==> src/rtl/seq_pkg.sv <==
// Shared types for the multicycle sequencer: state encoding and memory-port select values.
// Latency: n/a (types and constants only).
// Backpressure: n/a.
package seq_pkg;

    // State encoding is visible on state_o, so the order here is the debug encoding.
    typedef enum logic [2:0] {
        ST_IDLE    = 3'd0,
        ST_FETCH   = 3'd1,
        ST_DECODE  = 3'd2,
        ST_EXECUTE = 3'd3,
        ST_MEM     = 3'd4,
        ST_WB      = 3'd5,
        ST_HALT    = 3'd6
    } state_e;

    // Shared memory port address mux select.
    localparam logic MEM_SEL_FETCH = 1'b0;
    localparam logic MEM_SEL_DATA  = 1'b1;

endpackage

==> src/rtl/mem_wait_timer.sv <==
// Counts cycles a memory request waits without an ack and flags expiry at the limit.
// Latency: expired_o is combinational from the count and en_i (same cycle).
// Backpressure: none; an ack (en_i low) in the limit cycle suppresses expiry.
module mem_wait_timer #(
    parameter int unsigned MEM_TIMEOUT = 16
) (
    input  logic clk,
    input  logic reset_n,
    input  logic clr_i,
    input  logic en_i,
    output logic expired_o
);

    localparam int unsigned CNT_W = $clog2(MEM_TIMEOUT + 1);
    localparam logic [CNT_W-1:0] LIMIT = CNT_W'(MEM_TIMEOUT - 1);

    logic [CNT_W-1:0] cnt_q;
    logic [CNT_W-1:0] cnt_d;

    // Clear wins over count; the counter never needs to pass LIMIT because expiry halts the sequencer.
    always_comb begin
        cnt_d = cnt_q;
        if (clr_i) begin
            cnt_d = '0;
        end else if (en_i) begin
            cnt_d = cnt_q + {{(CNT_W-1){1'b0}}, 1'b1};
        end
    end

    // Wait counter register.
    always_ff @(posedge clk or negedge reset_n) begin
        if (!reset_n) begin
            cnt_q <= '0;
        end else begin
            cnt_q <= cnt_d;
        end
    end

    // The current un-acked cycle is the MEM_TIMEOUT-th one.
    assign expired_o = en_i && (cnt_q == LIMIT);

endmodule

==> src/rtl/multicycle_sequencer.sv <==
// Steps each instruction through FETCH/DECODE/EXECUTE/MEM/WB and owns the shared memory port.
// Latency: 3 (branch), 4 (ALU/jump/store), 5 (load) cycles with 0-wait memory; +1 per wait cycle.
// Backpressure: memory stalls via mem_ack_i; an un-acked request times out into HALT.
module multicycle_sequencer
    import seq_pkg::*;
#(
    parameter int unsigned DWIDTH      = 32,
    parameter int unsigned CWIDTH      = 32,
    parameter int unsigned MEM_TIMEOUT = 16
) (
    input  logic              clk,
    input  logic              reset_n,
    input  logic              run_i,
    input  logic              regwren_i,
    input  logic              memren_i,
    input  logic              memwren_i,
    input  logic              pcsel_i,
    input  logic              branch_i,
    input  logic              br_taken_i,
    input  logic              illegal_i,
    input  logic              mem_ack_i,
    output logic              mem_req_o,
    output logic              mem_we_o,
    output logic              mem_sel_o,
    output logic              ir_we_o,
    output logic              pc_we_o,
    output logic              pc_next_sel_o,
    output logic              rf_we_o,
    output logic [2:0]        state_o,
    output logic              halted_o,
    output logic              err_timeout_o,
    output logic [CWIDTH-1:0] retired_o
);

    // Reject degenerate builds at elaboration.
    if (DWIDTH < 1 || CWIDTH < 1 || MEM_TIMEOUT < 1) begin : g_param_check
        $error("multicycle_sequencer: DWIDTH, CWIDTH and MEM_TIMEOUT must all be >= 1");
    end

    state_e            state_q, state_d;
    logic              err_q, err_d;
    logic [CWIDTH-1:0] ret_q, ret_d;
    logic              commit;
    logic              mem_wait;
    logic              timer_en;
    logic              timer_clr;
    logic              timer_expired;

    // The timer only runs while a request is outstanding; leaving FETCH/MEM (or an ack) zeroes it,
    // so it is always zero on entry to the next request state.
    assign mem_wait  = (state_q == ST_FETCH) || (state_q == ST_MEM);
    assign timer_en  = mem_wait && !mem_ack_i;
    assign timer_clr = !mem_wait || mem_ack_i;

    mem_wait_timer #(
        .MEM_TIMEOUT (MEM_TIMEOUT)
    ) u_mem_wait_timer (
        .clk       (clk),
        .reset_n   (reset_n),
        .clr_i     (timer_clr),
        .en_i      (timer_en),
        .expired_o (timer_expired)
    );

    // Next-state, strobes and commit; commit is the last cycle of every instruction.
    always_comb begin
        state_d       = state_q;
        err_d         = err_q;
        ret_d         = ret_q;
        commit        = 1'b0;
        mem_req_o     = 1'b0;
        mem_we_o      = 1'b0;
        mem_sel_o     = MEM_SEL_FETCH;
        ir_we_o       = 1'b0;
        pc_we_o       = 1'b0;
        pc_next_sel_o = 1'b0;
        rf_we_o       = 1'b0;

        case (state_q)
            ST_IDLE: begin
                if (run_i) begin
                    state_d = ST_FETCH;
                end
            end
            ST_FETCH: begin
                mem_req_o = 1'b1;
                mem_sel_o = MEM_SEL_FETCH;
                if (mem_ack_i) begin
                    ir_we_o = 1'b1;
                    state_d = ST_DECODE;
                end else if (timer_expired) begin
                    err_d   = 1'b1;
                    state_d = ST_HALT;
                end
            end
            ST_DECODE: begin
                // A simultaneous load and store is not a real instruction.
                if (illegal_i || (memren_i && memwren_i)) begin
                    state_d = ST_HALT;
                end else begin
                    state_d = ST_EXECUTE;
                end
            end
            ST_EXECUTE: begin
                if (memren_i || memwren_i) begin
                    state_d = ST_MEM;
                end else if (regwren_i) begin
                    state_d = ST_WB;
                end else begin
                    commit = 1'b1;
                end
            end
            ST_MEM: begin
                mem_req_o = 1'b1;
                mem_sel_o = MEM_SEL_DATA;
                mem_we_o  = memwren_i;
                if (mem_ack_i) begin
                    if (memren_i) begin
                        state_d = ST_WB;
                    end else begin
                        commit = 1'b1;
                    end
                end else if (timer_expired) begin
                    err_d   = 1'b1;
                    state_d = ST_HALT;
                end
            end
            ST_WB: begin
                rf_we_o = 1'b1;
                commit  = 1'b1;
            end
            ST_HALT: begin
                state_d = ST_HALT;
            end
            default: begin
                state_d = ST_HALT;
            end
        endcase

        if (commit) begin
            pc_we_o       = 1'b1;
            pc_next_sel_o = pcsel_i || (branch_i && br_taken_i);
            ret_d         = ret_q + {{(CWIDTH-1){1'b0}}, 1'b1};
            state_d       = run_i ? ST_FETCH : ST_IDLE;
        end
    end

    // State, sticky timeout flag and retired-instruction counter.
    always_ff @(posedge clk or negedge reset_n) begin
        if (!reset_n) begin
            state_q <= ST_IDLE;
            err_q   <= 1'b0;
            ret_q   <= '0;
        end else begin
            state_q <= state_d;
            err_q   <= err_d;
            ret_q   <= ret_d;
        end
    end

    assign state_o       = state_q;
    assign halted_o      = (state_q == ST_HALT);
    assign err_timeout_o = err_q;
    assign retired_o     = ret_q;

endmodule

==> config.mk <==
export PLATFORM = sky130hd
export DESIGN_NAME = multicycle_sequencer
export DESIGN_NICKNAME = d
export VERILOG_FILES = /design/src/rtl/seq_pkg.sv /design/src/rtl/mem_wait_timer.sv /design/src/rtl/multicycle_sequencer.sv
export SDC_FILE = /design/constraint.sdc
export NUM_CORES = 1
export LEC_CHECK = 0
export CELL_PAD_IN_SITES_DETAIL_PLACEMENT = 1
export CELL_PAD_IN_SITES_GLOBAL_PLACEMENT = 1
export CORE_MARGIN = 2
export CORE_UTILIZATION = 40
export CTS_CLUSTER_DIAMETER = 50
export CTS_CLUSTER_SIZE = 14
export DETAILED_ROUTE_END_ITERATION = 16
export PLACE_DENSITY = 0.84
export SLEW_MARGIN = 40
export SYNTH_ARGS = -nofsm -noshare
export SYNTH_HDL_FRONTEND = slang
export SYNTH_SLANG_ARGS = --single-unit
==> constraint.sdc <==
create_clock -name clk -period 3.95 [get_ports clk]
set_input_delay 0.5925 -clock clk [delete_from_list [all_inputs] [get_ports clk]]
set_output_delay 0.5925 -clock clk [all_outputs]
set_load 0.005 [all_outputs]
==> flow_metrics.tcl, run 1 <==
set metrics [dict create \
    syn_to_final_growth_pct 31.84 \
    synth_top_family_by_area "compound AO/OA/AOI/OAI gates" \
    netlist_top_cells_area "dfrtp_1 45%, xor2_1 11%, a211oi_1 3.7%, a2111oi_1 3.5%, a21oi_1 2.7%" \
    endpoint_kind "primary output" \
    grt_pass1_vias 1970 \
    min_path_type "in -> async" \
    worstPathRequired_ns 3.36 \
    grt_pass1_wl_mm 9.666 \
    h-tree-depth 2 \
    hold_viol 0 \
    viasPerCell 5.512 \
    dieArea_mm2 0.006266 \
    yosysTopAreaCell "dfrtp_1" \
    r2r-end "retired_o[23]$_DFFE_PN0P_" \
    worstMarginPinSlew_ns 0.5745 \
    path_cells "clkdlybuf4s50_1, nor4b_4, nand2_1, nand2_1, clkdlybuf4s50_1" \
    synthSimpleGateAreaFrac 0.1761 \
    yosysUniqueCellTypes 44 \
    criticalPathCategory "in -> out" \
    rsz0062_at_grt "no" \
    cts_sinks 41 \
    remaining_drc_errors 0 \
    syn-instance-count 212 \
    synth-compound-area-share 0.1772 \
    ioPinCount 55 \
    crit_buf_inv 2 \
    setup_ws_ns 0.9217 \
    fin_area_mm2 0.002979 \
    status "complete, no violations" \
    fmax_mhz 330.2 \
    maxCapViolations 0 \
    yosys_warnings 0 \
    power_density_mw_per_mm2 315.6 \
    slew_headroom 0.6168 \
    cp_max_fo 5 \
    wl_mm 5.558 \
    dpl-instance-area_mm2 0.002851 \
    finalCriticalPeriod_ns 3.028 \
    final_layout_size_suffix_gt1_frac 0.08271 \
    finClkSkew_ns 0.006130 \
    postRouteAntennaNets 0 \
    netlist_area_mm2 0.002260 \
    synth.most_common_cell "dfrtp_1" \
    synth-seq-cells 41 \
    core-area_mm2 0.005473 \
    endpoint "pc_we_o" \
    synthMuxAreaShare 0.004983 \
    synthArstFlopShare 1.000 \
    grt_use_total 0.1937 \
    dr.first_iter.drc_count 90 \
    yosysTopAreaCellShare 0.4540 \
    synth-edff-count 0 \
    antenna_cells 0 \
    numCtsBuffers 5 \
    synth_xor_xnor_area_share 0.1318 \
    synth_nets 226 \
    critical-path-max-stage-delay_ns 0.53 \
    cts_tree "done" \
    postCtsSetupBuffers 0 \
    drv_slew 0 \
    io_buffers 54 \
    startpoint "memren_i" \
    setup_viol 0 \
    crit_slowest_cell "clkdlybuf4s50_1" \
    path_depth 5 \
    netlist_top_cells_count "41 x dfrtp_1, 28 x xor2_1, 13 x nand2_1" \
    ir_drop_mv 0.1511 \
    cts_hold_buf 0 \
    timing.rr.start "state_o[0]$_DFFE_PN0P_" \
    gp_congestion 0.7704 \
    firstDrtPassIters 4 \
    critPathLaunchType "input port" \
    cp.arrival_ns 2.44 \
    grt_overflow_total 0 \
    cts_resized 0 \
    place_ws_ns 0.9150 \
    syn_area_per_cell_um2 10.66 \
    rows 27 \
    synthAdderAreaFrac 0.01661 \
    num_vias 1863 \
    clk_pin_slew_ns 0.08 \
    insertion_delay_ns 0.30 \
    wl_per_cell_um 16.44 \
    n_fill_cell 610 \
    layout.nets 279 \
    die-height_um 79.16 \
    fin_tns_setup_ns 0 \
    fp.dieW_um 79.16 \
    power_leakage_nw 1.348 \
    r2r.worst_path.cells 4 \
    utilization 0.5444 \
    synth_flop_cell "dfrtp_1" \
    clk_path_buf_depth 2 \
    root_buffer "clkbuf_8" \
    multi_input_area_mm2 0.001156 \
    initial_core_util 0.4129 \
    reg2reg_slack_ns 1.65 \
    final.period_utilization 0.7666 \
    grt_max_degree 42 \
    regArea_mm2 0.001026 \
    yosysSeqAreaShare 0.4540 \
    cp_top_family "buffers and inverters" \
    grt_antenna_before_repair 0 \
    hpwl_mm 3.896 \
]
[kinds of logic (layout without fill, tap and decap cells)]
logic type | count (synthesis) | count (layout)
simple gates | 64 | 64
compound gates | 49 | 49
flops | 41 | 41
xor+xnor | 34 | 34
buf+inv | 20 | 74
fa+ha+maj | 3 | 3
mux | 1 | 1
[worst register-to-register path, stage by stage (launching register included)]
cell and delay, ns:
dfrtp_1 0.69, and2b_1 0.39, nand4_4 0.32, a2111oi_1 0.61, xor2_1 0.21
[cells in the final DEF (no fill, tap or decap), drive strengths merged, types with 2 or more instances in the layout]
cell           count
buf                3
and3               9
nor2               8
clkbuf             7
o21ai              2
a21oi             12
clkdlybuf4s50     53
o31ai              2
and2b              2
a2111oi           11
dfrtp             41
xor2              28
a211oi            11
nand3             11
nor2b              2
and4               5
nand2             13
inv               10
xnor2              6
ha                 3
and2               3
nand4              7
[registers in the layout, summed over array words and instances, names as in the netlist]
signal and count:
err_timeout_o 1, retired_o 32, state_o 3, u_mem_wait_timer.cnt_q 5
[cell type report]
class                           instances  area share
Tap cell                               72     0.03024
Clock inverter                          1     0.01008
Clock buffer                            7     0.02898
Timing Repair Buffer                   56      0.1856
Multi-Input combinational cell        151      0.3881
Inverter                               10     0.01260
Sequential cell                        41      0.3444
[per-layer routing]
layer | vias up | share of wire | track usage
li1 | 886 | - | -
met1 | 935 | 0.45 | 0.2662
met2 | 35 | 0.51 | 0.3144
met3 | 7 | 0.027 | 0.03068
met4 | 0 | 0.013 | 0.06034
met5 | - | 0 | 0
[how the worst min path moves through the flow]
| stage | endpoint | from | depth (start not counted) |
|---|---|---|---|
| finish | retired_o[13]$_DFFE_PN0P_ | reset_n | 1 |
| CTS | retired_o[31]$_DFFE_PN0P_ | reset_n | 1 |
| detailed placement | err_timeout_o$_DFFE_PN0P_ | err_timeout_o$_DFFE_PN0P_ | 1 |
| global placement | u_mem_wait_timer.cnt_q[0]$_DFF_PN0_ | u_mem_wait_timer.cnt_q[0]$_DFF_PN0_ | 1 |
| global route | retired_o[14]$_DFFE_PN0P_ | reset_n | 1 |
| floorplan | err_timeout_o$_DFFE_PN0P_ | reset_n | 0 |
[power by group]
group | switching, W | internal (W)
Sequential | 0.0000417 | 0.000440
Combinational | 0.0000424 | 0.0000653
Clock | 0.000145 | 0.000206
Total | 0.000229 | 0.000711
[per-stage QoR]
stage | cells | power (W) | hold slack (ns)
floorplan | 212 | 0.0005172 | 0.2969
global placement | 330 | 0.0005901 | 0.4503
detailed placement | 330 | 0.0005962 | 0.4628
CTS | 338 | 0.0009495 | 0.2854
global route | 338 | 0.0009887 | 0.2995
finish | 338 | 0.0009402 | 0.2661
Power figures use the tool's default switching activity.
==> run 2: changes to the inputs <==
--- a/config.mk
+++ b/config.mk
@@ -8,11 +8,11 @@
 export CELL_PAD_IN_SITES_DETAIL_PLACEMENT = 1
 export CELL_PAD_IN_SITES_GLOBAL_PLACEMENT = 1
 export CORE_MARGIN = 2
-export CORE_UTILIZATION = 40
+export CORE_UTILIZATION = 38
 export CTS_CLUSTER_DIAMETER = 50
 export CTS_CLUSTER_SIZE = 14
 export DETAILED_ROUTE_END_ITERATION = 16
-export PLACE_DENSITY = 0.84
+export PLACE_DENSITY = 0.81
 export SLEW_MARGIN = 40
 export SYNTH_ARGS = -nofsm -noshare
 export SYNTH_HDL_FRONTEND = slang
==> constraint.sdc (replaced) <==
create_clock -name clk -period 2.9 [get_ports clk]
set_input_delay 0.435 -clock clk [delete_from_list [all_inputs] [get_ports clk]]
set_output_delay 0.435 -clock clk [all_outputs]
set_load 0.005 [all_outputs]
==> run 2 against run 1 <==
Effect of this change: via count down 0.38%; count of clock-buffer cells in the layout down 2; non-clock buffer count up 3; first-iteration DRC count up 3.3%; clock skew down 0.0013 ns; routed wire length up 4.6%; register-to-register slack worse by 1.1 ns; utilization down 2.6 points; global-route usage up 0.059 points; sequential cell count unchanged; cell count up 1.8%; critical path type is now reg -> out.
==> flow_metrics.tcl, run 2 (synthesis results as in run 1) <==
set metrics [dict create \
    slew_headroom 0.4270 \
    utilization 0.5179 \
    initial_core_util 0.3886 \
    grt_use_total 0.1943 \
    finalCriticalPeriod_ns 2.599 \
    path_cells "and2b_1, nand2_1, a21oi_1, clkdlybuf4s50_1" \
    fp.dieW_um 81.12 \
    mostFrequentLayoutCell "clkdlybuf4s50_1" \
    cts_sinks 41 \
    num_vias 1856 \
    h-tree-depth 2 \
    die-height_um 81.12 \
    power_leakage_nw 1.372 \
    hpwl_mm 4.037 \
    dieArea_mm2 0.006580 \
    core-area_mm2 0.005816 \
    cts_hold_buf 0 \
    cp.arrival_ns 2.16 \
    worstPathRequired_ns 2.47 \
    rsz0062_at_grt "no" \
    grt_antenna_before_repair 0 \
    viasPerCell 5.395 \
    grt_pass1_wl_mm 9.791 \
    cts_tree "done" \
    maxCapViolations 0 \
    postRouteAntennaNets 0 \
    numCtsBuffers 5 \
    drv_slew 0 \
    finClkSkew_ns 0.004791 \
    cts_resized 0 \
    layout.nets 282 \
    wl_per_cell_um 16.90 \
    final_cell_mix "53 x clkdlybuf4s50_1, 41 x dfrtp_1, 28 x xor2_1, 13 x nand2_1, 12 x a21oi_1" \
    grt_pass1_vias 1902 \
    final_layout_size_suffix_gt1_frac 0.09665 \
    cp_top_family "simple AND/OR/NAND/NOR gates" \
    place_ws_ns 0.2643 \
    wl_mm 5.813 \
    fin_tns_setup_ns 0 \
    endpoint_kind "primary output" \
    hold_viol 0 \
    setup_viol 0 \
    grt_overflow_total 0 \
    reg2reg_slack_ns 0.53 \
    ioPinCount 55 \
    fmax_mhz 384.8 \
    crit_buf_inv 1 \
    dr.first_iter.drc_count 93 \
    critical-path-max-stage-delay_ns 0.54 \
    largest_register_ffs 32 \
    status "complete, no violations" \
    cp_max_fo 13 \
    gp_congestion 0.7564 \
    criticalPathCategory "reg -> out" \
    insertion_delay_ns 0.30 \
    postCtsSetupBuffers 0 \
    critPathLaunchType "flop" \
    final.period_utilization 0.8962 \
    syn_to_final_growth_pct 33.28 \
    min_path_type "in -> async" \
    setup_ws_ns 0.3010 \
    ir_drop_mv 0.2026 \
    n_fill_cell 655 \
    io_buffers 54 \
    rows 28 \
    firstDrtPassIters 4 \
    crit_slowest_cell "dfrtp_1" \
    grt_max_degree 42 \
    worstMarginPinSlew_ns 0.8595 \
    remaining_drc_errors 0 \
    clk_path_buf_depth 2 \
    clk_pin_slew_ns 0.08 \
    root_buffer "clkbuf_8" \
    power_density_mw_per_mm2 448.8 \
    antenna_cells 0 \
]
==> run 2: cell count changes in the layout (fill, tap and decap cells not counted), sizes merged <==
cell	delta
buf	+3
clkbuf	-2
bufinv	+1
clkinv	+1
==> run 2: power by group <==
| group | internal, W | leakage (nW) | switching (W) |
|---|---|---|---|
| clock network | 0.000342 | 0.0681 | 0.000209 |
| registers | 0.000599 | 0.533 | 0.0000526 |
| logic | 0.0000899 | 0.771 | 0.0000583 |
==> run 2: metrics by stage <==
| step | power [W] | hold slack, ns | area (um2) | std cells |
|---|---|---|---|---|
| after floorplan | 0.0007045 | 0.1394 | 2260 | 212 |
| after global placement | 0.0008034 | 0.4521 | 2875 | 336 |
| after detailed placement | 0.0008102 | 0.4530 | 2878 | 336 |
| after CTS | 0.001363 | 0.1277 | 3012 | 344 |
| after global routing | 0.001423 | 0.1456 | 3012 | 344 |
| final | 0.001352 | 0.1083 | 3012 | 344 |
==> run 2: worst paths after layout <==
kind	startpoint	endpoint	depth (start not counted)
worst max-delay path	state_o[2]$_DFFE_PN0P_	pc_next_sel_o	4
worst min-delay path	reset_n	retired_o[15]$_DFFE_PN0P_	1
worst max register to register	state_o[2]$_DFFE_PN0P_	retired_o[31]$_DFFE_PN0P_	4
worst min register to register	u_mem_wait_timer.cnt_q[0]$_DFF_PN0_	u_mem_wait_timer.cnt_q[0]$_DFF_PN0_	1
max in group asynchronous	reset_n	retired_o[20]$_DFFE_PN0P_	1
min in group clk	u_mem_wait_timer.cnt_q[0]$_DFF_PN0_	u_mem_wait_timer.cnt_q[0]$_DFF_PN0_	1
==> run 2: layer usage <==
layer | global-route usage | share of wire
met1 | 0.2818 | 0.48
met2 | 0.2975 | 0.49
met3 | 0.03000 | 0.021
met4 | 0.06271 | 0.015
met5 | 0 | 0
==> run 2: layout make-up <==
cell class                 count  area [um2]  share of cell area
timing repair buffer          59       575.6              0.1911
tap                           75       93.84             0.03116
clock inverter                 3       65.06             0.02160
multi-input combinational    151        1145              0.3801
clock buffer                   5       68.82             0.02285
sequential                    41        1026              0.3407
inverter                      10       37.54             0.01246
